**src/rtl/uart_pkg.sv**
```systemverilog
// Shared types and register map for the IOBUS UART transmitter.
// Register offsets are relative to the block's base address.
package uart_pkg;

    typedef enum logic [1:0] {
        IDLE,
        START,
        DATA,
        STOP
    } tx_state_t;

    localparam logic [31:0] DATA_OFS = 32'd0;
    localparam logic [31:0] STAT_OFS = 32'd4;

    // Bit positions within the STATUS word; count occupies [15:8].
    localparam int ST_EMPTY  = 0;
    localparam int ST_FULL   = 1;
    localparam int ST_ACTIVE = 2;
    localparam int ST_OVF    = 3;
    localparam int ST_COUNT  = 8;

endpackage

```
**src/rtl/sync_fifo.sv**
```systemverilog
// Synchronous FIFO, show-ahead read: pop_dat is valid in the cycle pop is asserted.
// A push when full is accepted only if a pop happens in the same cycle; otherwise it is ignored.
module sync_fifo #(
    parameter int WIDTH = 8,
    parameter int DEPTH = 8
) (
    input  logic                   clk,
    input  logic                   rst,
    input  logic                   push,
    input  logic [WIDTH-1:0]       push_dat,
    input  logic                   pop,
    output logic [WIDTH-1:0]       pop_dat,
    output logic                   full,
    output logic                   empty,
    output logic [$clog2(DEPTH):0] count
);
    localparam int AW = $clog2(DEPTH);
    localparam int CW = AW + 1;

    logic [WIDTH-1:0] mem [DEPTH];
    logic [AW-1:0]    wr_ptr;
    logic [AW-1:0]    rd_ptr;
    logic             do_push;
    logic             do_pop;

    assign full    = (count == CW'(DEPTH));
    assign empty   = (count == '0);
    assign do_pop  = pop && !empty;
    assign do_push = push && (!full || do_pop);
    assign pop_dat = mem[rd_ptr];

    // When full, wr_ptr equals rd_ptr; the old entry is read combinationally before the edge overwrites it.
    always_ff @(posedge clk) begin
        if (do_push) begin
            mem[wr_ptr] <= push_dat;
        end
    end

    always_ff @(posedge clk) begin
        if (rst) begin
            wr_ptr <= '0;
            rd_ptr <= '0;
            count  <= '0;
        end else begin
            if (do_push) wr_ptr <= wr_ptr + 1'b1;
            if (do_pop)  rd_ptr <= rd_ptr + 1'b1;
            case ({do_push, do_pop})
                2'b10:   count <= count + 1'b1;
                2'b01:   count <= count - 1'b1;
                default: count <= count;
            endcase
        end
    end

endmodule

```
**src/rtl/iobus_uart_tx.sv**
```systemverilog
// Memory-mapped 8-N-1 UART transmitter on the IOBUS; start bit begins one cycle after the DATA write.
// No stalls: a DATA write into a full FIFO (without a same-cycle pop) is dropped and sets sticky OVF.
module iobus_uart_tx
    import uart_pkg::*;
#(
    parameter int          CLKS_PER_BIT = 868,
    parameter int          FIFO_DEPTH   = 8,
    parameter logic [31:0] BASE_ADDR    = 32'h1100_00C0
) (
    input  logic        CLK,
    input  logic        RST,
    input  logic [31:0] IOBUS_ADDR,
    input  logic [31:0] IOBUS_OUT,
    input  logic        IOBUS_WR,
    output logic [31:0] IOBUS_IN,
    output logic        TX,
    output logic        BUSY
);
    localparam int          BW        = $clog2(CLKS_PER_BIT);
    localparam int          CW        = $clog2(FIFO_DEPTH) + 1;
    localparam logic [BW-1:0] BAUD_LAST = BW'(CLKS_PER_BIT - 1);
    localparam logic [31:0] DATA_ADDR = BASE_ADDR + DATA_OFS;
    localparam logic [31:0] STAT_ADDR = BASE_ADDR + STAT_OFS;

    tx_state_t     state, state_nxt;
    logic [BW-1:0] baud, baud_nxt;
    logic [2:0]    bit_idx, bit_nxt;
    logic [7:0]    shift, shift_nxt;
    logic          tx_nxt;
    logic          baud_end;
    logic          tx_active;
    logic          ovf;

    logic          data_wr;
    logic          stat_wr;
    logic          fifo_pop;
    logic [7:0]    fifo_dat;
    logic          fifo_full;
    logic          fifo_empty;
    logic [CW-1:0] fifo_count;
    logic          unused_bits;

    assign data_wr     = IOBUS_WR && (IOBUS_ADDR == DATA_ADDR);
    assign stat_wr     = IOBUS_WR && (IOBUS_ADDR == STAT_ADDR);
    assign unused_bits = ^IOBUS_OUT[31:8];

    sync_fifo #(
        .WIDTH (8),
        .DEPTH (FIFO_DEPTH)
    ) u_fifo (
        .clk      (CLK),
        .rst      (RST),
        .push     (data_wr),
        .push_dat (IOBUS_OUT[7:0]),
        .pop      (fifo_pop),
        .pop_dat  (fifo_dat),
        .full     (fifo_full),
        .empty    (fifo_empty),
        .count    (fifo_count)
    );

    assign baud_end  = (baud == BAUD_LAST);
    assign tx_active = (state != IDLE);
    assign BUSY      = tx_active || !fifo_empty;

    always_comb begin
        state_nxt = state;
        baud_nxt  = baud + 1'b1;
        bit_nxt   = bit_idx;
        shift_nxt = shift;
        fifo_pop  = 1'b0;
        case (state)
            IDLE: begin
                baud_nxt = '0;
                if (!fifo_empty) begin
                    fifo_pop  = 1'b1;
                    shift_nxt = fifo_dat;
                    state_nxt = START;
                end
            end
            START: begin
                if (baud_end) begin
                    baud_nxt  = '0;
                    bit_nxt   = 3'd0;
                    state_nxt = DATA;
                end
            end
            DATA: begin
                if (baud_end) begin
                    baud_nxt = '0;
                    if (bit_idx == 3'd7) begin
                        state_nxt = STOP;
                    end else begin
                        bit_nxt   = bit_idx + 3'd1;
                        shift_nxt = shift >> 1;
                    end
                end
            end
            STOP: begin
                if (baud_end) begin
                    baud_nxt = '0;
                    // Chain straight into the next start bit so frames stay contiguous.
                    if (!fifo_empty) begin
                        fifo_pop  = 1'b1;
                        shift_nxt = fifo_dat;
                        state_nxt = START;
                    end else begin
                        state_nxt = IDLE;
                    end
                end
            end
            default: state_nxt = IDLE;
        endcase

        case (state_nxt)
            START:   tx_nxt = 1'b0;
            DATA:    tx_nxt = shift_nxt[0];
            default: tx_nxt = 1'b1;
        endcase
    end

    always_ff @(posedge CLK) begin
        if (RST) begin
            state   <= IDLE;
            baud    <= '0;
            bit_idx <= '0;
            shift   <= '0;
            TX      <= 1'b1;
        end else begin
            state   <= state_nxt;
            baud    <= baud_nxt;
            bit_idx <= bit_nxt;
            shift   <= shift_nxt;
            TX      <= tx_nxt;
        end
    end

    always_ff @(posedge CLK) begin
        if (RST) begin
            ovf <= 1'b0;
        end else if (data_wr && fifo_full && !fifo_pop) begin
            ovf <= 1'b1;
        end else if (stat_wr && IOBUS_OUT[ST_OVF]) begin
            ovf <= 1'b0;
        end
    end

    always_comb begin
        IOBUS_IN = 32'b0;
        if (IOBUS_ADDR == STAT_ADDR) begin
            IOBUS_IN[ST_COUNT +: 8] = 8'(fifo_count);
            IOBUS_IN[ST_OVF]        = ovf;
            IOBUS_IN[ST_ACTIVE]     = tx_active;
            IOBUS_IN[ST_FULL]       = fifo_full;
            IOBUS_IN[ST_EMPTY]      = fifo_empty;
        end
    end

endmodule

```
**config.mk**
```make
export PLATFORM = sky130hd
export DESIGN_NAME = iobus_uart_tx
export DESIGN_NICKNAME = d
export VERILOG_FILES = /design/src/rtl/uart_pkg.sv /design/src/rtl/sync_fifo.sv /design/src/rtl/iobus_uart_tx.sv
export SDC_FILE = /design/constraint.sdc
export NUM_CORES = 1
export LEC_CHECK = 0
export ABC_AREA = 0
export CELL_PAD_IN_SITES_DETAIL_PLACEMENT = 1
export CELL_PAD_IN_SITES_GLOBAL_PLACEMENT = 2
export CORE_MARGIN = 2
export CORE_UTILIZATION = 35
export CTS_BUF_LIST = sky130_fd_sc_hd__clkbuf_4
export DETAILED_ROUTE_END_ITERATION = 8
export PLACE_DENSITY_LB_ADDON = 0.25
export SLEW_MARGIN = 20
export SYNTH_ARGS = -nofsm -noshare
export SYNTH_HDL_FRONTEND = slang
export SYNTH_SLANG_ARGS = --single-unit
```
**constraint.sdc**
```tcl
create_clock -name CLK -period 3.5 [get_ports CLK]
set_input_delay 0.35 -clock CLK [delete_from_list [all_inputs] [get_ports CLK]]
set_output_delay 0.35 -clock CLK [all_outputs]
set_load 0.005 [all_outputs]
```
==> summary.md, run 1 <==
| Metric | Value |
|---|---|
| Result of the run | `finished, final reports clean` |
| Maximum number of pins on one net before global-route repair | `26` |
| Worst hold-check path type | `flop to flop` |
| Vias in the first global route | `between 3000 and 4000` |
| Count of vias placed by the detailed router | `3061` |
| Proportion of layout cells with a drive suffix above 1 | `0.126` |
| Master of the slowest instance on the critical path | `sky130_fd_sc_hd__dfxtp_1` |
| Global routing usage summed across all routing layers | `0.144` |
| Total negative setup slack | `0 ns` |
| Crit path depth | `12` |
| Number of DRC violations after detailed routing | `0` |
| Count of buffers added by post-CTS timing repair for setup | `0` |
| Height of the die | `approximately 120 um` |
| Hpwl dp | `7020 um` |
| Cell taking the most area after synthesis | `sky130_fd_sc_hd__edfxtp_1` |
| Maximum frequency from static timing analysis | `approximately 340 MHz` |
| Relative slew slack | `0.490` |
| Clock H-tree levels | `3` |
| Number of instances in the synthesized netlist | `381` |
| Total of fill cells in the finished design | `~1400` |
| Yosys warning count | `0` |
| Clk_lat worst skew | `approximately 0.46 ns` |
| Sinks on Clock Net | `about 100` |
| PnR Total Power | `about 2.2 mW` |
| Number of optimization iterations in the first detailed-route pass | `4` |
| Share of flip-flops with an asynchronous set or reset | `0` |
| Leak | `about 1.9 nW` |
| Clock Path Buffers | `2` |
| DP Worst Slack | `0.164 ns` |
| Number of buffers added by the clock tree synthesis step | `9` |
| Routed len/inst | `15.7 um` |
| Worst hold-check slack | `around 0.50 ns` |
| Max Clock Skew | `about 0.016 ns` |
| Net count of the finished layout | `between 500 and 600` |
| Die outline area | `about 0.015 mm^2` |
| Worst path most repeated cell | `sky130_fd_sc_hd__ha_1` |
| Post-synthesis register bit count | `a little over 100` |
| Number of DRC violations after detailed-routing iteration 0 | `around 160` |
| WP data arrival | `about 3.4 ns` |
| Sequential fraction of the synthesis area | `0.562` |
| Synthesized area | `roughly 0.0048 mm^2` |
| Aggregate routed wire length | `a little under 10000 um` |
| Hold bufs inserted after CTS | `0` |
| Count of final hold-check violations | `0` |
| WP buf/inv | `1` |
| Clock root buffer | `sky130_fd_sc_hd__clkbuf_4` |
| Top Ports | `between 100 and 150` |
| Clock period minus final worst setup slack | `roughly 3.0 ns` |
| Antenna diode count | `0` |
| Number of antenna-violating nets in the routed design | `0` |
| Vias per inst | `slightly below 5` |
| Synth top area share | `0.403` |
| Worst path required time | `between 3 and 4 ns` |
| Post-CTS clock slew at the launch and capture registers of the worst setup and hold paths | `about 0.17 ns` |
| Overall die width | `121 um` |
| Number of library cell types mapped by synthesis | `55` |
| Pwr Density | `roughly 380 mW/mm^2` |
| CP Capture Type | `flop` |
| Depth of the worst register-to-register path | `12` |
| Core area | `roughly 0.013 mm^2` |
| Largest delay share family, worst path | `compound AO/OA/AOI/OAI gates` |
| Synthesis-to-layout area growth | `18.2%` |
| Final-report max-slew violation count | `0` |
| Number of synthesized flops with an enable pin | `64` |
| Slowest Stage Delay on Critical Path | `between 0.4 and 0.5 ns` |
| Top post-synthesis cells by area | `sky130_fd_sc_hd__edfxtp_1 40%, sky130_fd_sc_hd__dfxtp_1 16%, sky130_fd_sc_hd__mux4_2 7.6%` |
| MaxCap Viol Count | `0` |
| Type of the setup path with the least slack | `flop to flop` |
| Gpl congestion | `about 0.68` |
| First-pass GRT wire length | `16100 um` |
| Number of cells on the worst hold path | `1` |
| Biggest fanout along the worst timing path | `10` |
| Port Buffer Count | `52` |
| Standard-cell rows | `42` |
| Ratio of final minimum period to clock period | `0.847` |
| Largest voltage drop on the vdd net | `approximately 0.29 mV` |
| Actual transition at the worst max-transition pin | `0.760 ns` |
| Critical-path cell list | `inv_1 -> ha_1 -> a41oi_4 -> nor3_4 -> o21ai_4 -> ha_1 -> xor2_1 -> ha_1 -> a21oi_1 -> xor2_1 -> or3_1 -> a21oi_1` |
| Leading cell types by count after synthesis | `64 x sky130_fd_sc_hd__edfxtp_1, 39 x sky130_fd_sc_hd__nor2_1, 38 x sky130_fd_sc_hd__dfxtp_1` |
| Number of antenna violations at the first check in global routing | `0` |
| Startpoint Class | `flop` |
| Dominant synthesized flop cell | `sky130_fd_sc_hd__edfxtp_1` |
| Mean area per synthesized cell | `12.5 um^2` |
| Final Setup Violations | `0` |
| Most frequent cell after synthesis | `sky130_fd_sc_hd__edfxtp_1` |
| Residual overflow from global routing | `0` |
| Effective utilization at floorplan | `0.359` |
| Worst-case setup margin in the final layout | `roughly 0.54 ns` |
| Number of gates resized after cts | `0` |
| RSZ-0062 raised after global routing | `false` |
| Clock tree from TritonCTS | `built` |
[metrics by stage]
step | util | cell area, um^2 | std cells
floorplan | - | 4860 | 404
global placement | 0.410 | 5450 | 605
detailed placement | 0.410 | 5450 | 605
CTS | 0.424 | 5640 | 621
global route | 0.424 | 5640 | 621
finish | 0.424 | 5640 | 621
[registers in the layout, indices dropped and copies added, names as in the netlist, 2 cells and up, named ones only]
register and cells:
bit_idx 3, u_fifo.wr_ptr 3, shift 8, baud 10, u_fifo.rd_ptr 3, state 2
u_fifo.mem 64, u_fifo.count 4
[layout make-up]
| class | instances | area (um^2) | area share |
|---|---|---|---|
| Multi-Input combinational cell | 250 | 1880 | 0.334 |
| Timing Repair Buffer | 65 | 618 | 0.110 |
| Sequential cell | 102 | 2680 | 0.475 |
| Inverter | 12 | 45.0 | 0.00798 |
| Clock inverter | 7 | 124 | 0.0220 |
| Clock buffer | 9 | 67.6 | 0.0120 |
| Tap cell | 176 | 220 | 0.0390 |
[routing by layer]
layer | vias up | share of wire | wire, um | track usage
met5 | - | 0 | 0 | 0
met4 | 0 | 0.0096 | 94 | 0.0385
met3 | 7 | 0.036 | 355 | 0.0373
met2 | 55 | 0.50 | 4930 | 0.252
met1 | 1518 | 0.45 | 4400 | 0.176
li1 | 1481 | - | - | -
[power by group]
group / total (mW) / internal, mW / switching (mW)
sequential: 1.28 / 1.28 / 0.00334
clock: 0.740 / 0.313 / 0.428
combinational: 0.135 / 0.0685 / 0.0661
[path summary, 6_finish.rpt]
kind,startpoint,endpoint,slack [ns]
worst max-delay path,state[0],u_fifo.count[2],0.54
worst max register to register,state[0],u_fifo.count[2],0.54
worst min-delay path,baud[0],baud[0],0.50
worst min register to register,baud[0],baud[0],0.50
[cells by family (layout without fill, tap and decap cells)]
group                    Yosys count  after routing  synth area share
adder cells (fa/ha/maj)           14             14            0.0367
multiplexers                      28             28             0.101
buffers and inverters             52             93            0.0611
AO/OA/AOI/OAI                     52             52            0.0758
other                              1             24          0.000786
flip-flops                       102            102             0.562
AND/OR/NAND/NOR                  117            117             0.135
XOR/XNOR                          15             15            0.0275
[cells in the final DEF (no fill, tap or decap), drive strengths merged, types with 9 or more instances in the layout]
cell,synthesis,layout
a21oi,19,19
buf,30,13
clkbuf,10,9
clkdlybuf4s50,0,52
conb,1,24
dfxtp,38,38
edfxtp,64,64
ha,14,14
inv,12,14
mux2i,11,11
mux4,16,16
nand2,22,22
nor2,40,40
o21ai,10,10
xor2,9,9
[worst register-to-register path: stages (launching register included)]
cell                      delay, ns
sky130_fd_sc_hd__dfxtp_1       0.44
sky130_fd_sc_hd__inv_1         0.11
sky130_fd_sc_hd__ha_1          0.31
sky130_fd_sc_hd__a41oi_4       0.31
sky130_fd_sc_hd__nor3_4        0.08
sky130_fd_sc_hd__o21ai_4       0.31
sky130_fd_sc_hd__ha_1          0.34
sky130_fd_sc_hd__xor2_1        0.18
sky130_fd_sc_hd__ha_1          0.16
sky130_fd_sc_hd__a21oi_1       0.05
sky130_fd_sc_hd__xor2_1        0.17
sky130_fd_sc_hd__or3_1         0.31
sky130_fd_sc_hd__a21oi_1       0.15
No activity file was read; power rests on OpenSTA's default activity.
==> inputs of run 2 (changes only) <==
==> constraint.sdc (replaced) <==
create_clock -name CLK -period 2.8 [get_ports CLK]
set_input_delay 0.28 -clock CLK [delete_from_list [all_inputs] [get_ports CLK]]
set_output_delay 0.28 -clock CLK [all_outputs]
set_load 0.005 [all_outputs]
==> summary.md, run 2 (synthesized netlist as in run 1, its figures left out) <==
| Metric | Value |
|---|---|
| Count of final hold-check violations | `0` |
| Number of optimization iterations in the first detailed-route pass | `4` |
| Type of the setup path with the least slack | `flop to flop` |
| Port Buffer Count | `52` |
| Post-route non-filler standard cell count | `638` |
| Aggregate routed wire length | `10100 um` |
| WP buf/inv | `0` |
| Crit path depth | `12` |
| Slowest Stage Delay on Critical Path | `0.39 ns` |
| Post-CTS clock slew at the launch and capture registers of the worst setup and hold paths | `approximately 0.16 ns` |
| Routed len/inst | `about 16 um` |
| Sequential fraction of design power | `0.637` |
| Worst hold-check slack | `~0.5 ns` |
| Standard-cell rows | `42` |
| Clock tree from TritonCTS | `built` |
| MaxCap Viol Count | `0` |
| Effective utilization at floorplan | `0.359` |
| Clock root buffer | `sky130_fd_sc_hd__clkbuf_4` |
| WP data arrival | `just over 3 ns` |
| Post-Place Cells | `a little over 600` |
| Critical-path cell list | `ha_4 -> nor3b_4 -> a41oi_4 -> nor3_4 -> o21ai_4 -> ha_2 -> xor2_1 -> ha_1 -> a21oi_2 -> xor2_1 -> or3_1 -> a21oi_2` |
| Largest regs | `u_fifo.mem (64), baud (10), shift (8)` |
| Number of buffers added by the clock tree synthesis step | `9` |
| Logic pwr share | `0.069` |
| Antenna diode count | `0` |
| Number of antenna violations at the first check in global routing | `0` |
| Maximum number of pins on one net before global-route repair | `20` |
| Net count of the finished layout | `between 500 and 600` |
| Worst path required time | `~3.2 ns` |
| Startpoint Class | `flop` |
| Switching share of power | `0.248` |
| Clk_lat worst skew | `~0.47 ns` |
| Proportion of power drawn by the clock network | `0.294` |
| Depth of the worst register-to-register path | `12` |
| Global routing usage summed across all routing layers | `0.147` |
| RSZ-0062 raised after global routing | `false` |
| Largest reg by FF count | `u_fifo.mem` |
| Hpwl dp | `7130 um` |
| Number of cells on the worst hold path | `2` |
| Clock period minus final worst setup slack | `between 2 and 3 ns` |
| Overall die width | `around 120 um` |
| Number of DRC violations after detailed-routing iteration 0 | `110` |
| Clock H-tree levels | `3` |
| Master of the slowest instance on the critical path | `sky130_fd_sc_hd__dfxtp_2` |
| Max reg flops | `64` |
| Count of vias placed by the detailed router | `roughly 3100` |
| Core area | `around 0.013 mm^2` |
| Relative slew slack | `0.510` |
| Vias per inst | `4.92` |
| Number of antenna-violating nets in the routed design | `0` |
| Maximum frequency from static timing analysis | `roughly 380 MHz` |
| Largest voltage drop on the vdd net | `0.370 mV` |
| Worst hold-check path type | `flop to flop` |
| Ratio of final minimum period to clock period | `0.943` |
| Final-report max-slew violation count | `0` |
| Die outline area | `around 0.015 mm^2` |
| First-pass GRT wire length | `about 16000 um` |
| Largest delay share family, worst path | `simple AND/OR/NAND/NOR gates` |
| Hold bufs inserted after CTS | `0` |
| Synthesis-to-layout area growth | `20.8%` |
| Pwr Density | `around 440 mW/mm^2` |
| Result of the run | `finished, final reports clean` |
| Vias in the first global route | `around 3300` |
| Actual transition at the worst max-transition pin | `0.731 ns` |
| Leading cell types in the layout, fill and taps excluded | `64 x sky130_fd_sc_hd__edfxtp_1, 52 x sky130_fd_sc_hd__clkdlybuf4s50_1, 39 x sky130_fd_sc_hd__nor2_1` |
| Leading cell type in the layout, fill and taps excluded | `sky130_fd_sc_hd__edfxtp_1` |
| Total negative setup slack | `0 ns` |
| Height of the die | `between 100 and 150 um` |
| CP Capture Type | `flop` |
| Max Clock Skew | `just over 0.01 ns` |
| Leak | `1.96 nW` |
| Proportion of layout cells with a drive suffix above 1 | `0.184` |
| Clock Path Buffers | `2` |
| Biggest fanout along the worst timing path | `5` |
| Residual overflow from global routing | `0` |
| Net switching power | `between 0.6 and 0.7 mW` |
| Top Ports | `~100` |
| Sinks on Clock Net | `102` |
| Number of DRC violations after detailed routing | `0` |
| Design internal power | `1.89 mW` |
| Total of fill cells in the finished design | `1421` |
| Final Setup Violations | `0` |
| Gpl congestion | `between 0.7 and 0.8` |
[run 2: cell types whose count changed in the layout (fill, tap and decap cells not counted), sizes merged]
cell    delta
buf       +17
inv        +3
bufinv     -2
clkinv     -1
[run 2: worst reg2reg max path, stage by stage, from the launching register on]
cell	delay, ns
sky130_fd_sc_hd__dfxtp_2	0.39
sky130_fd_sc_hd__ha_4	0.15
sky130_fd_sc_hd__nor3b_4	0.24
sky130_fd_sc_hd__a41oi_4	0.15
sky130_fd_sc_hd__nor3_4	0.38
sky130_fd_sc_hd__o21ai_4	0.11
sky130_fd_sc_hd__ha_2	0.19
sky130_fd_sc_hd__xor2_1	0.14
sky130_fd_sc_hd__ha_1	0.20
sky130_fd_sc_hd__a21oi_2	0.12
sky130_fd_sc_hd__xor2_1	0.08
sky130_fd_sc_hd__or3_1	0.32
sky130_fd_sc_hd__a21oi_2	0.13
[run 2: power groups by stage]
stage               clock network [mW]  registers, mW  logic (mW)
finish                           0.740           1.60       0.174
global route                     0.832           1.60       0.193
CTS                              0.779           1.60       0.176
detailed placement                   0           1.64       0.176
global placement                     0           1.63       0.170
floorplan                            0           1.64      0.0971
[run 2: metal layers]
layer / vias to the layer above / GRT usage / routed length (um)
met1: 1549 / 0.166 / 4250
li1: 1518 / - / -
met4: 0 / 0.0378 / 96
met2: 62 / 0.271 / 5390
met3: 7 / 0.0425 / 398
met5: - / 0 / 0
[run 2: final timing paths]
path,start,slack [ns],end
max,baud[0],0.16,u_fifo.count[2]
min,shift[7],0.49,shift[7]
max reg2reg,baud[0],0.16,u_fifo.count[2]
min reg2reg,shift[7],0.49,shift[7]
[run 2: cell type report]
| class | count | area, um^2 | area share |
|---|---|---|---|
| Multi-Input combinational cell | 250 | 1940 | 0.336 |
| Clock buffer | 9 | 67.6 | 0.0117 |
| Inverter | 12 | 45.0 | 0.00781 |
| Tap cell | 176 | 220 | 0.0382 |
| Clock inverter | 7 | 60.1 | 0.0104 |
| Sequential cell | 102 | 2690 | 0.466 |
| Timing Repair Buffer | 82 | 746 | 0.129 |
[run 2: metrics by stage]
| stage | power (mW) | utilization | setup slack [ns] | cell area (um^2) |
|---|---|---|---|---|
| after detailed placement | 1.81 | 0.419 | -0.198 | 5570 |
| after global routing | 2.63 | 0.434 | 0.00683 | 5760 |
| after CTS | 2.56 | 0.428 | 0.0703 | 5700 |
| after floorplan | 1.73 | - | 0.0560 | 4870 |
| final | 2.52 | 0.434 | 0.161 | 5760 |
| after global placement | 1.80 | 0.419 | -0.141 | 5570 |
[run 2: what timing repair did]
| action | CTS | global route |
|---|---|---|
| setup buffers | 0 | 3 |
| gates resized for setup | 0 | 13 |
| hold endpoints to repair | 0 | 0 |
| setup endpoints to repair | 0 | 3 |
==> inputs of run 3 (changes only) <==
--- a/config.mk
+++ b/config.mk
@@ -11,6 +11,7 @@
 export CORE_MARGIN = 2
 export CORE_UTILIZATION = 35
 export CTS_BUF_LIST = sky130_fd_sc_hd__clkbuf_4
+export CTS_CLUSTER_DIAMETER = 40
 export DETAILED_ROUTE_END_ITERATION = 8
 export PLACE_DENSITY_LB_ADDON = 0.25
 export SLEW_MARGIN = 20
==> results of run 3 <==
No change in the layout: final DEF, timing and power equal those of run 2.
